<file path="config.mk">
export PLATFORM = sky130hd
export DESIGN_NAME = sleep_timer_flat
export DESIGN_NICKNAME = d
export VERILOG_FILES = /design/src/rtl/sleep_timer_if.sv /design/src/rtl/sleep_timer.sv /design/src/flat_wrapper.sv
export SDC_FILE = /design/constraint.sdc
export NUM_CORES = 1
export LEC_CHECK = 0
export CAP_MARGIN = 20
export CELL_PAD_IN_SITES_DETAIL_PLACEMENT = 0
export CELL_PAD_IN_SITES_GLOBAL_PLACEMENT = 1
export CORE_MARGIN = 4
export CORE_UTILIZATION = 35
export DETAILED_ROUTE_END_ITERATION = 16
export PLACE_DENSITY = 0.74
export SYNTH_ARGS = -nofsm -noshare
export SYNTH_HDL_FRONTEND = slang
export SYNTH_SLANG_ARGS = --single-unit
</file>
<file path="constraint.sdc">
create_clock -name clock -period 2.89 [get_ports clock]
set_input_delay 0.578 -clock clock [delete_from_list [all_inputs] [get_ports clock]]
set_output_delay 0.578 -clock clock [all_outputs]
set_load 0.005 [all_outputs]
</file>
<file path="src/rtl/sleep_timer_if.sv">
// Signal bundle between the nap main FSM / setting stage and the sleep countdown timer.
interface sleep_timer_if;
    logic       loadTime;
    logic [6:0] napMinutes;
    logic       enSleep;
    logic       enCancel;
    logic       completeSleep;
    logic       running;
    logic [3:0] minTens;
    logic [3:0] minOnes;
    logic [3:0] secTens;
    logic [3:0] secOnes;

    modport master (
        output loadTime, napMinutes, enSleep, enCancel,
        input  completeSleep, running, minTens, minOnes, secTens, secOnes
    );

    modport slave (
        input  loadTime, napMinutes, enSleep, enCancel,
        output completeSleep, running, minTens, minOnes, secTens, secOnes
    );
endinterface

</file>
<file path="src/rtl/sleep_timer.sv">
// Nap countdown timer: latches a clamped minute count and counts mm:ss down in BCD
// while enSleep is held, flagging completeSleep at 00:00.
module sleep_timer #(
    parameter int unsigned TICKS_PER_SEC = 1000
) (
    input logic           clock,
    input logic           reset,
    sleep_timer_if.slave  bus
);

    localparam int unsigned   PW      = $clog2(TICKS_PER_SEC);
    localparam logic [PW-1:0] PS_LAST = PW'(TICKS_PER_SEC - 1);

    typedef enum logic [1:0] {IDLE, LOADED, RUN, DONE} state_t;

    state_t        state, state_next;
    logic [PW-1:0] prescaler, prescaler_next;
    logic [3:0]    min_tens, min_ones, sec_tens, sec_ones;
    logic [3:0]    min_tens_next, min_ones_next, sec_tens_next, sec_ones_next;
    logic          paused, paused_next;
    logic          running_q, running_next;
    logic          complete_q, complete_next;
    logic          step;

    logic [6:0]    clamped, tens7, ones7;
    logic [3:0]    dec_min_tens, dec_min_ones, dec_sec_tens, dec_sec_ones;
    logic          dec_zero;

    always_comb begin
        clamped = bus.napMinutes;
        if (bus.napMinutes == 7'd0)
            clamped = 7'd1;
        else if (bus.napMinutes > 7'd99)
            clamped = 7'd99;
        tens7 = clamped / 7'd10;
        ones7 = clamped % 7'd10;
    end

    // One-second BCD decrement with borrow chain; only used while the count is above 00:00.
    always_comb begin
        dec_min_tens = min_tens;
        dec_min_ones = min_ones;
        dec_sec_tens = sec_tens;
        dec_sec_ones = sec_ones;
        if (sec_ones != 4'd0) begin
            dec_sec_ones = sec_ones - 4'd1;
        end else begin
            dec_sec_ones = 4'd9;
            if (sec_tens != 4'd0) begin
                dec_sec_tens = sec_tens - 4'd1;
            end else begin
                dec_sec_tens = 4'd5;
                if (min_ones != 4'd0) begin
                    dec_min_ones = min_ones - 4'd1;
                end else begin
                    dec_min_ones = 4'd9;
                    dec_min_tens = min_tens - 4'd1;
                end
            end
        end
        dec_zero = (dec_min_tens == 4'd0) && (dec_min_ones == 4'd0) &&
                   (dec_sec_tens == 4'd0) && (dec_sec_ones == 4'd0);
    end

    always_ff @(posedge clock or negedge reset) begin
        if (!reset) begin
            state      <= IDLE;
            prescaler  <= '0;
            min_tens   <= '0;
            min_ones   <= '0;
            sec_tens   <= '0;
            sec_ones   <= '0;
            paused     <= 1'b0;
            running_q  <= 1'b0;
            complete_q <= 1'b0;
        end else begin
            state      <= state_next;
            prescaler  <= prescaler_next;
            min_tens   <= min_tens_next;
            min_ones   <= min_ones_next;
            sec_tens   <= sec_tens_next;
            sec_ones   <= sec_ones_next;
            paused     <= paused_next;
            running_q  <= running_next;
            complete_q <= complete_next;
        end
    end

    always_comb begin
        state_next     = state;
        prescaler_next = prescaler;
        min_tens_next  = min_tens;
        min_ones_next  = min_ones;
        sec_tens_next  = sec_tens;
        sec_ones_next  = sec_ones;
        paused_next    = paused;
        step           = 1'b0;

        if (bus.enCancel) begin
            state_next     = IDLE;
            prescaler_next = '0;
            min_tens_next  = '0;
            min_ones_next  = '0;
            sec_tens_next  = '0;
            sec_ones_next  = '0;
            paused_next    = 1'b0;
        end else begin
            case (state)
                IDLE: begin
                    if (bus.loadTime) begin
                        state_next    = LOADED;
                        min_tens_next = tens7[3:0];
                        min_ones_next = ones7[3:0];
                        sec_tens_next = '0;
                        sec_ones_next = '0;
                        paused_next   = 1'b0;
                    end
                end
                LOADED: begin
                    if (bus.loadTime) begin
                        min_tens_next = tens7[3:0];
                        min_ones_next = ones7[3:0];
                        sec_tens_next = '0;
                        sec_ones_next = '0;
                        paused_next   = 1'b0;
                    end
                    if (bus.enSleep) begin
                        state_next  = RUN;
                        paused_next = 1'b0;
                        // Resuming from a pause counts this edge, so each paused cycle costs exactly one.
                        step        = paused && !bus.loadTime;
                    end
                end
                RUN: begin
                    if (!bus.enSleep) begin
                        state_next  = LOADED;
                        paused_next = 1'b1;
                    end else begin
                        step = 1'b1;
                    end
                end
                default: ;
            endcase

            if (step) begin
                if (prescaler == PS_LAST) begin
                    prescaler_next = '0;
                    min_tens_next  = dec_min_tens;
                    min_ones_next  = dec_min_ones;
                    sec_tens_next  = dec_sec_tens;
                    sec_ones_next  = dec_sec_ones;
                    if (dec_zero)
                        state_next = DONE;
                end else begin
                    prescaler_next = prescaler + 1'b1;
                end
            end
        end
    end

    always_comb begin
        running_next  = (state_next == RUN);
        complete_next = (state_next == DONE);
    end

    assign bus.running       = running_q;
    assign bus.completeSleep = complete_q;
    assign bus.minTens       = min_tens;
    assign bus.minOnes       = min_ones;
    assign bus.secTens       = sec_tens;
    assign bus.secOnes       = sec_ones;

endmodule

</file>
<file path="src/flat_wrapper.sv">
// flat-port wrapper written by rule: the top's interface ports become plain ports
module sleep_timer_flat 
#(
    parameter int unsigned TICKS_PER_SEC = 1000
)
  (clock, reset, bus_loadTime, bus_napMinutes, bus_enSleep, bus_enCancel, bus_completeSleep, bus_running, bus_minTens, bus_minOnes, bus_secTens, bus_secOnes);
  sleep_timer_if bus_i ();
  input logic clock;
  input logic reset;
  input wire logic [$bits(bus_i.loadTime)-1:0] bus_loadTime;
  input wire logic [$bits(bus_i.napMinutes)-1:0] bus_napMinutes;
  input wire logic [$bits(bus_i.enSleep)-1:0] bus_enSleep;
  input wire logic [$bits(bus_i.enCancel)-1:0] bus_enCancel;
  output wire logic [$bits(bus_i.completeSleep)-1:0] bus_completeSleep;
  output wire logic [$bits(bus_i.running)-1:0] bus_running;
  output wire logic [$bits(bus_i.minTens)-1:0] bus_minTens;
  output wire logic [$bits(bus_i.minOnes)-1:0] bus_minOnes;
  output wire logic [$bits(bus_i.secTens)-1:0] bus_secTens;
  output wire logic [$bits(bus_i.secOnes)-1:0] bus_secOnes;
  assign bus_i.loadTime = bus_loadTime;
  assign bus_i.napMinutes = bus_napMinutes;
  assign bus_i.enSleep = bus_enSleep;
  assign bus_i.enCancel = bus_enCancel;
  assign bus_completeSleep = bus_i.completeSleep;
  assign bus_running = bus_i.running;
  assign bus_minTens = bus_i.minTens;
  assign bus_minOnes = bus_i.minOnes;
  assign bus_secTens = bus_i.secTens;
  assign bus_secOnes = bus_i.secOnes;
  sleep_timer #(.TICKS_PER_SEC(TICKS_PER_SEC)) u_core (.clock(clock), .reset(reset), .bus(bus_i));
endmodule
</file>
==> key figures <==
Run status
  • Status: finished, final reports clean

Pwr
  • Clock share of power: 27.6%
  • P_sw: 0.000369 W
  • Combinational share of power: 30.4%
  • Flop pwr share: 42.0%
  • P_int: 0.000775 W
  • Peak VDD IR: 0.137 mV
  • Power per cell area: 383 nW/um^2
  • Sw Share: 32.3%
  • Leak: 1.20 nW
  • Overall Power: 0.00114 W

Synth
  • Cell taking the most area after synthesis: dfrtp_1
  • Top post-synthesis cells by area: dfrtp_1 (32%), nor2_1 (4.8%), ha_1 (4.6%), a21oi_1 (4.3%), o21ai_0 (4.3%)
  • Count of warnings emitted by yosys: 0
  • Mapped Avg Cell Area: 8.18 um^2
  • Post-Syn Nets: 320
  • Ys async rst share: 100%
  • Seq/Total Area, Yosys: 31.7%
  • Synth top area share: 31.7%
  • Distinct cells, synth: 69
  • Number of synthesized flops with an enable pin: 0
  • Mapped cell area: 2440 um^2
  • Ys flop type: dfrtp_1
  • Yosys reg bits: 31
  • Post-synthesis cell count: 299

Route
  • Via density: 5.39
  • DRT iter0 DRCs: 143
  • Residual DRC: 0
  • Final ANT Viol Nets: 0
  • Initial DRT Pass Iterations: 6
  • Final WL: 6.15 mm
  • Vias: 2,341
  • DR WL/cell: 14.2 um

Finish
  • Commonest non-fill, non-tap cells in the layout: nor2_1 (31), dfrtp_1 (31), clkdlybuf4s50_1 (29), a21oi_1 (21), o21ai_0 (21)
  • Ant. Diodes: 0
  • Area growth, synth to finish: 22.3%
  • Fill cell count: 699
  • Fin area: 2990 um^2
  • Share of cells above drive strength 1: 10.7%
  • Layout Nets: 360
  • Final Non-Filler Cells: 434

Placement
  • Pre-CTS setup slack: -26.9 ps
  • Final HPWL DP: 4.54 mm
  • Gpl congestion: 0.853
  • I/O Buffers: 29
  • Placed cell area: 2920 um^2
  • Placed cells: 428

CTS
  • Later-pin clock latency in the skew report: 280 ps
  • # resized after CTS: 0
  • CTS Root Cell: clkbuf_8
  • Worst-path clk slew: 70 ps
  • # Post-CTS Setup Buffers: 0
  • H-Tree Depth: 2
  • CTS Sinks: 31
  • CTS tree: done
  • CTS Buf Count: 5
  • Hold Buf Count CTS: 0
  • Clock buffer depth: 2

Setup path
  • Max FO, Critical Path: 3
  • Worst R2R Setup Slack: 600 ps
  • Slowest-stage cell, CP: clkdlybuf4s50_1
  • Arr. time, crit path: 2750 ps
  • Slowest stage delay, CP: 410 ps
  • Worst setup SP type: input port
  • Crit-path leading delay family: compound AO/OA/AOI/OAI gates
  • Setup CP Type: input port to register
  • Critical path buffers and inverters: 1
  • Worst path cell trace: clkdlybuf4s50_1 > nand2b_2 > mux2_2 > o32a_1 > ha_1 > nor3b_1 > o31ai_1 > a211oi_1 > a211o_1 > o32ai_1
  • Setup crit end kind: register
  • Worst endpoint required time: 3040 ps

GRT
  • Vias in the first global route: 2,193
  • Largest net degree at the start of global routing: 32
  • GRT Residual Overflow: 0
  • Initial antenna violation count: 0
  • GR Util All Layers: 15.1%
  • First-pass GRT wire length: 10.6 mm

Die
  • Core Box Area: 6790 um^2
  • Rows: 30
  • Initial Util: 36.0%
  • Die Span Y: 91.6 um
  • Die ar.: 8390 um^2
  • Die Wd: 91.6 um
  • I/O Pins: 30

STA
  • RSZ-0062 raised after global routing: no
  • Final worst setup slack: 288 ps
  • Final worst-path cycle share: 90.0%
  • Post-route minimum period: 2600 ps
  • Slew margin rel.: 69.9%
  • Setup TNS: 0 ps
  • Worst-Margin Slew: 452 ps
  • Clock Skew: 5.59 ps
  • Hold Vio Cnt, Final: 0
  • Fmax: 384 MHz
  • Slew Limit Fails: 0
  • Final setup fails: 0

Job
  • Max Cap Violations: 0

Worst hold path
  • Class of the worst hold path: register to register
-- tightest hold or removal path, delay by kind of cell (launching register included) --
kind	cells	cell delay (ps)
flip-flops	1	360
AO/OA/AOI/OAI	1	60
AND/OR/NAND/NOR	1	50
-- power groups by stage --
stage / Clock, W / Combinational, W / Sequential [W]
2_1_floorplan: 0 / 0.000231 / 0.000484
3_3_place_gp: 0 / 0.000346 / 0.000489
3_5_place_dp: 0 / 0.000347 / 0.000489
4_1_cts: 0.000327 / 0.000349 / 0.000481
5_1_grt: 0.000343 / 0.000389 / 0.000484
6_report: 0.000316 / 0.000348 / 0.000481
-- state kept, by name, indices dropped and copies added (netlist names) --
signal and flops:
u_core.prescaler 10, u_core.state 2, u_core.paused 1, u_core.bus.minTens 4, u_core.bus.secOnes 4, u_core.bus.completeSleep 1, u_core.bus.minOnes 4, u_core.bus.secTens 4
u_core.bus.running 1
-- per-stage QoR --
step           utilization [%]  hold slack (ps)
6_report                  44.0              511
5_1_grt                   44.0              547
4_1_cts                   44.0              514
3_5_place_dp              42.9              501
3_3_place_gp              42.9              487
2_1_floorplan                -              282
-- cells in the mapped netlist, types with 6 or more instances --
| master | n |
|---|---|
| nor2b_1 | 6 |
| xor2_1 | 6 |
| dfrtp_1 | 31 |
| or3_1 | 10 |
| nand3_1 | 8 |
| a21oi_1 | 21 |
| buf_2 | 6 |
| inv_1 | 12 |
| o21ai_0 | 21 |
| nand2_1 | 19 |
| nor3_1 | 16 |
| nand2b_1 | 8 |
| a31oi_1 | 6 |
| nor2_1 | 31 |
| ha_1 | 9 |
-- cells by family (layout without fill, tap and decap cells) --
group / count (synthesis) / after routing / synth area share [%]
buf+inv: 26 / 65 / 4.81
flops: 31 / 31 / 31.7
fa+ha+maj: 9 / 9 / 4.61
simple gates: 131 / 131 / 30.0
xor+xnor: 11 / 11 / 3.94
mux: 3 / 3 / 1.28
compound gates: 88 / 88 / 23.6
-- area by class of cell --
| type | instances | area [um^2] | area share [%] |
|---|---|---|---|
| flip-flops and latches | 31 | 776 | 25.9 |
| multi-input cells | 242 | 1550 | 51.9 |
| well taps | 96 | 120 | 4.02 |
| clock buffers | 6 | 72.6 | 2.43 |
| repair buffers | 47 | 425 | 14.2 |
| inverters | 12 | 45.0 | 1.51 |
-- layer usage --
metal,vias up,global-route usage [%],part of all wire [%]
met5,-,0,0
met4,0,4.90,1.5
met3,7,2.57,4.0
met2,52,24.2,45
met1,1101,20.7,49
li1,1181,-,-
-- path summary, 6_finish.rpt --
path / from / to / depth (start not counted)
max: bus_napMinutes[3] / u_core.bus.minOnes[3] / 10
min: u_core.prescaler[1] / u_core.prescaler[1] / 2
max reg2reg: u_core.bus.secOnes[0] / u_core.bus.running / 8
min reg2reg: u_core.prescaler[1] / u_core.prescaler[1] / 2
max in group asynchronous: reset / u_core.bus.minTens[2] / 2
min in group asynchronous: reset / u_core.paused / 2
Note: power is estimated with default switching activity, not from simulation.
